--- src/rtl/switch_operand_capture_pkg.sv ---
// Shared constants for the switch front-end: channel count, operand width and
// which debounced switch bits form each adder operand.
package switch_operand_capture_pkg;

   localparam int SW_COUNT            = 4;
   localparam int OP_W                = 2;
   localparam int DEBOUNCE_CYCLES_DEF = 250000;   // 10 ms at 25 MHz

   // Operand A = {sw2, sw1}, operand B = {sw4, sw3}; indices into the switch vector
   localparam int A_LO_IDX = 0;
   localparam int A_HI_IDX = 1;
   localparam int B_LO_IDX = 2;
   localparam int B_HI_IDX = 3;

   typedef logic [OP_W-1:0]     op_t;
   typedef logic [SW_COUNT-1:0] sw_vec_t;

endpackage

--- src/rtl/switch_operand_capture_if.sv ---
// Raw switch inputs toward the capture block and its clean operand/strobe outputs.
interface switch_operand_capture_if;
   import switch_operand_capture_pkg::*;

   logic    sw1_i;
   logic    sw2_i;
   logic    sw3_i;
   logic    sw4_i;
   op_t     op_a_o;
   op_t     op_b_o;
   sw_vec_t press_o;
   logic    op_valid_o;

   modport master (
      output sw1_i, sw2_i, sw3_i, sw4_i,
      input  op_a_o, op_b_o, press_o, op_valid_o
   );

   modport slave (
      input  sw1_i, sw2_i, sw3_i, sw4_i,
      output op_a_o, op_b_o, press_o, op_valid_o
   );

endinterface

--- src/rtl/switch_operand_capture_debounce_filter.sv ---
// One switch channel: 2-flop synchroniser, mismatch counter, stable level and rise pulse.
// Level moves DEBOUNCE_CYCLES+2 edges after a held input change; no backpressure.
module debounce_filter
   import switch_operand_capture_pkg::*;
#(
   parameter int DEBOUNCE_CYCLES = DEBOUNCE_CYCLES_DEF
) (
   input  logic clk_i,
   input  logic rst_i,
   input  logic sw_i,
   output logic level_o,
   output logic rise_o,
   output logic upd_o
);

   localparam int             CNT_W = $clog2(DEBOUNCE_CYCLES + 1);
   localparam logic [CNT_W-1:0] LAST = CNT_W'(DEBOUNCE_CYCLES - 1);

   logic             s1;
   logic             s2;
   logic             stable;
   logic [CNT_W-1:0] cnt;

   // Early strobe: the stable level flips on the coming edge
   assign upd_o   = (s2 != stable) && (cnt == LAST);
   assign level_o = stable;

   always_ff @(posedge clk_i or posedge rst_i) begin
      if (rst_i) begin
         s1     <= 1'b0;
         s2     <= 1'b0;
         stable <= 1'b0;
         cnt    <= '0;
         rise_o <= 1'b0;
      end else begin
         s1     <= sw_i;
         s2     <= s1;
         rise_o <= 1'b0;
         if (s2 != stable) begin
            if (cnt == LAST) begin
               stable <= s2;
               cnt    <= '0;
               rise_o <= s2;
            end else begin
               cnt <= cnt + CNT_W'(1);
            end
         end else begin
            // Any bounce back to the accepted level restarts the count
            cnt <= '0;
         end
      end
   end

endmodule

--- src/rtl/switch_operand_capture.sv ---
// Debounces four board switches into two registered 2-bit adder operands plus press/changed strobes.
// Operands move DEBOUNCE_CYCLES+2 edges after a held switch change; no backpressure.
module switch_operand_capture
   import switch_operand_capture_pkg::*;
#(
   parameter int DEBOUNCE_CYCLES = DEBOUNCE_CYCLES_DEF
) (
   input  logic                     clk_i,
   input  logic                     rst_i,
   switch_operand_capture_if.slave  bus
);

   sw_vec_t sw_raw;
   sw_vec_t level;
   sw_vec_t rise;
   sw_vec_t upd;
   logic    op_valid_q;

   assign sw_raw = {bus.sw4_i, bus.sw3_i, bus.sw2_i, bus.sw1_i};

   for (genvar i = 0; i < SW_COUNT; i++) begin : g_ch
      debounce_filter #(
         .DEBOUNCE_CYCLES (DEBOUNCE_CYCLES)
      ) u_db (
         .clk_i   (clk_i),
         .rst_i   (rst_i),
         .sw_i    (sw_raw[i]),
         .level_o (level[i]),
         .rise_o  (rise[i]),
         .upd_o   (upd[i])
      );
   end

   // Several channels settling on one edge still give a single strobe
   always_ff @(posedge clk_i or posedge rst_i) begin
      if (rst_i) op_valid_q <= 1'b0;
      else       op_valid_q <= |upd;
   end

   assign bus.op_a_o     = {level[A_HI_IDX], level[A_LO_IDX]};
   assign bus.op_b_o     = {level[B_HI_IDX], level[B_LO_IDX]};
   assign bus.press_o    = rise;
   assign bus.op_valid_o = op_valid_q;

endmodule

--- src/flat_wrapper.sv ---
// flat-port wrapper written by rule: the top's interface ports become plain ports
module switch_operand_capture_flat import switch_operand_capture_pkg::*;
#(
   parameter int DEBOUNCE_CYCLES = DEBOUNCE_CYCLES_DEF
)
  (clk_i, rst_i, bus_sw1_i, bus_sw2_i, bus_sw3_i, bus_sw4_i, bus_op_a_o, bus_op_b_o, bus_press_o, bus_op_valid_o);
  switch_operand_capture_if bus_i ();
  input  logic clk_i;
  input  logic rst_i;
  input wire logic [$bits(bus_i.sw1_i)-1:0] bus_sw1_i;
  input wire logic [$bits(bus_i.sw2_i)-1:0] bus_sw2_i;
  input wire logic [$bits(bus_i.sw3_i)-1:0] bus_sw3_i;
  input wire logic [$bits(bus_i.sw4_i)-1:0] bus_sw4_i;
  output wire logic [$bits(bus_i.op_a_o)-1:0] bus_op_a_o;
  output wire logic [$bits(bus_i.op_b_o)-1:0] bus_op_b_o;
  output wire logic [$bits(bus_i.press_o)-1:0] bus_press_o;
  output wire logic [$bits(bus_i.op_valid_o)-1:0] bus_op_valid_o;
  assign bus_i.sw1_i = bus_sw1_i;
  assign bus_i.sw2_i = bus_sw2_i;
  assign bus_i.sw3_i = bus_sw3_i;
  assign bus_i.sw4_i = bus_sw4_i;
  assign bus_op_a_o = bus_i.op_a_o;
  assign bus_op_b_o = bus_i.op_b_o;
  assign bus_press_o = bus_i.press_o;
  assign bus_op_valid_o = bus_i.op_valid_o;
  switch_operand_capture #(.DEBOUNCE_CYCLES(DEBOUNCE_CYCLES)) u_core (.clk_i(clk_i), .rst_i(rst_i), .bus(bus_i));
endmodule
--- config.mk ---
export PLATFORM = sky130hd
export DESIGN_NAME = switch_operand_capture_flat
export DESIGN_NICKNAME = d
export VERILOG_FILES = /design/src/rtl/switch_operand_capture_pkg.sv /design/src/rtl/switch_operand_capture_if.sv /design/src/rtl/switch_operand_capture_debounce_filter.sv /design/src/rtl/switch_operand_capture.sv /design/src/flat_wrapper.sv
export SDC_FILE = /design/constraint.sdc
export NUM_CORES = 1
export LEC_CHECK = 0
export ABC_AREA = 1
export BUFFER_PORTS_ARGS = -buffer_cell sky130_fd_sc_hd__buf_2
export CAP_MARGIN = 40
export CORE_MARGIN = 4
export CORE_UTILIZATION = 67
export DETAILED_ROUTE_END_ITERATION = 8
export PLACE_DENSITY = 0.91
export SLEW_MARGIN = 10
export SYNTH_ARGS = -nofsm -noshare
export SYNTH_HDL_FRONTEND = slang
export SYNTH_SLANG_ARGS = --single-unit
--- constraint.sdc ---
create_clock -name clk_i -period 4.5 [get_ports clk_i]
set_clock_uncertainty 0.15 [all_clocks]
set_input_delay 0.9 -clock clk_i [delete_from_list [all_inputs] [get_ports clk_i]]
set_output_delay 0.9 -clock clk_i [all_outputs]
set_load 0.01 [all_outputs]
# == Word level (Yosys, flattened, before mapping) ==
# Cells that the tools add are included.
# totals
register_bits,89
output_inout_bits,9
# classes
addsub,4
n_eq_ne,8
mux,16
reduce_logical,9
# op_table
op,n
two-way mux 18 bit,8
adder 18 x 1 -> 18 bit (second input constant),4
== test 18 bit (second input constant),4
two-way mux 1 bit,8
AND reduction 2 bit,4
logical AND 1 bit,4
inequality test 1 bit,4
OR reduction 4 bit,1

# == Depth between registers and ports, before layout ==
# depth
word_depth,3
ltp_mapped,9
ltp_nobuf,9

# == Hierarchy ==
# Synthesis repeated with hierarchy kept, for this count alone.
# hier_totals
cells_unflattened,569
area_unflattened_um2,4764.6
# by_module_without_submodules
module,instances,cells_each,area_per_inst_um2,seq_area_each_um2
debounce_filter,4,141,1181.1,550.5
switch_operand_capture,1,5,40.0,25.0

# == Least setup slack after synthesis ==
# No wires, ideal clock.
# synth_path
path_kind,reg-to-output
start,register u_core.g_ch[0].u_db.stable
end,output port bus_op_a_o[0]
arrival_ns,0.558
required_time_ns,3.450
path_slack_ns,2.892
path_stages_with_launch,2
cell_sequence,dfrtp_1 -> buf_4
# synth_lines
element,line_no,source
start: declaration,switch_operand_capture_debounce_filter.sv:21,logic stable;
start signal: assignment,switch_operand_capture_debounce_filter.sv:32,stable <= 1'b0;
start signal: assignment,switch_operand_capture_debounce_filter.sv:41,stable <= s2;
end: declaration,flat_wrapper.sv:14,output wire logic [$bits(bus_i.op_a_o)-1:0] bus_op_a_o;
# No word-level cell between the ends.

# == Worst setup path in the final report ==
# layout_path
start,register u_core.g_ch[0].u_db.stable
end,output port bus_op_a_o[0]
# No word-level cell between the ends.

==> summary.txt <==
Outcome
  – Status: complete, no violations

Route
  – First-pass detailed-route iteration total: 6
  – Drt initial violations: between 200 and 300
  – Routed Antenna Nets: 0
  – DRC violations left: 0
  – WL final: 9.72 mm
  – Via-to-Cell Ratio: roughly 5.3
  – Vias: between 3000 and 4000
  – Mean routed wirelength per cell: ~14 um

STA
  – Achievable frequency: 496 MHz
  – Worst-Margin Slew: between 0.5 and 0.6 ns
  – Final Cycle Share: around 45%
  – Hold Slack: ~0.20 ns
  – Min Clock Period, post-route: between 2 and 2.5 ns
  – RSZ-0062 raised after global routing: false
  – Slew HR: between 60 and 70%
  – Final max-slew violation count: 0
  – Final hold vios: 0
  – Endpoints failing setup: 0
  – Setup TNS: 0 ns

Logic synthesis
  – Synth area leader: dfrtp_1
  – Post-synthesis cell type count: 28
  – Warnings from Yosys: 0
  – Sequential-to-total area share from yosys stat: between 40% and 50%
  – Yosys reg bits: 89
  – Mapped Cells: around 590
  – Post-synth top area share: 47.2%
  – Syn_area_per_cell: about 8 um^2
  – Synth area leaders: dfrtp_1 (47%), nor2_1 (13%), nand2_1 (7.8%)
  – Syn nets: ~600
  – Post-Syn Area: roughly 0.0047 mm^2

Placement
  – Final RePlAce weighted congestion: about 0.97
  – Dpl hpwl: 7.15 mm
  – Dpl cells: roughly 700
  – Number of I/O port buffers: 14

Finish
  – Most frequent cells in the layout: nor2_1 (162), nand2_1 (98), dfrtp_1 (89), inv_1 (55), nand3_1 (42)
  – Area delta synth->final: 8.55%
  – Commonest non-fill, non-tap cell in the layout: nor2_1
  – Final net count: 620
  – Layout Utilization: approximately 75%
  – Fraction of layout cells with a size suffix above 1: around 13%
  – N_diodes: 0
  – Non-Filler Instances: approximately 700

Clock tree
  – CTS tree: done
  – CTS H-tree depth: 3
  – Worst-Skew Late Latency: between 0.3 and 0.4 ns
  – Clock Path Buffers: 2
  – Clock transition at path regs: 0.08 ns
  – Cts-stage hold buffer count: 0
  – # clock sinks: between 80 and 90
  – CTS root buffer: clkbuf_8
  – Post-CTS Repair Setup Buffers: 0
  – Post_cts resized: 0
  – CTS Buf Count: 9

Global route
  – Pin count of the biggest net entering global routing: 44
  – Antenna violations before repair: 0
  – Global-route wire length before repair: between 15 and 20 mm
  – Grt met3 use: 5.99%
  – GR Overflow Total: 0
  – Met1 usage: ~31%
  – Busiest grt layer: met2
  – Gr usage total: 24.8%
  – GRT met2 Usage: 42.1%
  – Vias in the first global route: 3772

Critical path
  – R2r endpoint: u_core.g_ch[3].u_db.cnt[12]$_DFF_PP0_
  – CP Data Required Time: 3.45 ns
  – Critical path's slowest cell: dfrtp_1
  – Buffer and inverter count on the worst path: 1
  – CP Data Arrival Time: 0.97 ns
  – Setup CP Type: reg -> out
  – Crit path launch type: flop
  – Top delay family on crit path: flip-flops
  – Crit path largest cell delay: 0.45 ns
  – R2R Setup Slk: 2.77 ns
  – Worst-case reg-to-reg path depth: 6
  – Crit. End Element: primary output
  – Crit-path max FO: 4
  – R2R Path Start: u_core.g_ch[3].u_db.cnt[0]$_DFF_PP0_
  – Crit path cell chain: buf_2

Power
  – VDD IR max: slightly above 200 uV
  – PwrDens: about 300 mW/mm^2
  – P_leak: between 2 and 2.5 nW
  – Overall power: roughly 1.5 mW

Die
  – Total core area: between 0.006 and 0.007 mm^2
  – Die X: 91.9 um
  – Die span in y: slightly above 90 um
  – Initial Utilization: about 69%
  – DIE AREA: 0.00844 mm^2
  – Row Count: 30
  – I/O pin total: 15

Hold path
  – Worst hold path type: reg -> reg
  – Hold Path Depth: 0
  – Hold path startpoint: u_core.g_ch[2].u_db.s1$_DFF_PP0_
  – Hold EP: u_core.g_ch[2].u_db.s2$_DFF_PP0_

Flow run
  – Max Cap Viol: 0
## cells in the mapped netlist
master	number
nand3_1	42
ha_1	4
o21ai_0	3
nor3_1	13
nand4_1	11
xor2_1	27
nand3_2	2
dfrtp_1	89
inv_2	6
nor2_1	162
nand2_4	2
nor2_4	7
a21oi_2	1
nor2_2	11
o21ai_1	6
buf_4	8
nand2_1	98
xor2_2	2
nor3b_2	1
a21oi_1	4
inv_1	56
xnor2_2	1
or2_2	1
nand2_2	12
nor3b_1	2
a31oi_1	3
xnor2_1	16
nand3b_1	1
## how the worst max path moves through the flow
stage | slack [ns] | depth (start not counted) | end | from
4_1_cts | 2.47 | 1 | bus_op_b_o[1] | u_core.g_ch[3].u_db.level_o$_DFFE_PP0P_
6_report | 2.48 | 1 | bus_op_a_o[0] | u_core.g_ch[0].u_db.level_o$_DFFE_PP0P_
3_3_place_gp | 2.25 | 3 | u_core.g_ch[2].u_db.cnt[12]$_DFF_PP0_ | rst_i
2_1_floorplan | 1.14 | 1 | u_core.bus.op_valid_o$_DFF_PP0_ | rst_i
5_1_grt | 2.43 | 1 | bus_op_b_o[1] | u_core.g_ch[3].u_db.level_o$_DFFE_PP0P_
3_5_place_dp | 2.50 | 4 | u_core.g_ch[2].u_db.cnt[10]$_DFF_PP0_ | rst_i
## final cells by class
type | instances | area, um^2
inverters | 62 | 234
repair buffers | 16 | 97.6
flip-flops and latches | 89 | 2230
clock inverters | 5 | 103
clock buffers | 11 | 141
fillers | 502 | 1710
well taps | 96 | 120
multi-input cells | 432 | 2190
## registers in the layout (all words and copies together), names as in the netlist
name / count
u_core.bus.op_valid_o: 1
u_core.g_ch.u_db.cnt: 72
u_core.g_ch.u_db.level_o: 4
u_core.g_ch.u_db.rise_o: 4
u_core.g_ch.u_db.s1: 4
u_core.g_ch.u_db.s2: 4
## logic make-up after synthesis
kind of cell / count (synthesis) / share of synthesized area (%)
and+or+nand+nor: 365 / 34.5
DFF: 89 / 47.2
buffers and inverters: 70 / 6.21
xor gates and xnor gates: 46 / 9.02
AOI/OAI and AO/OA: 17 / 1.96
adders and majority gates: 4 / 1.06
## metal layers
layer,routed length [um],share of wire (%)
met5,0,0
met4,231,2.4
met1,4020,41
met2,4870,50
met3,601,6.2
## power by group
group,leakage (nW),internal [mW],switching (mW)
Clock,0.120,0.383,0.266
Combinational,0.966,0.0167,0.0424
Sequential,1.22,0.811,0.0123
Total,2.30,1.21,0.321
## stage by stage
stage          setup slack [ns]  cell area [um^2]
3_3_place_gp               2.25              4850
6_report                   2.48              5120
2_1_floorplan              1.14              4710
5_1_grt                    2.43              5120
4_1_cts                    2.47              5120
3_5_place_dp               2.50              4870
Power figures use the tool's default switching activity.
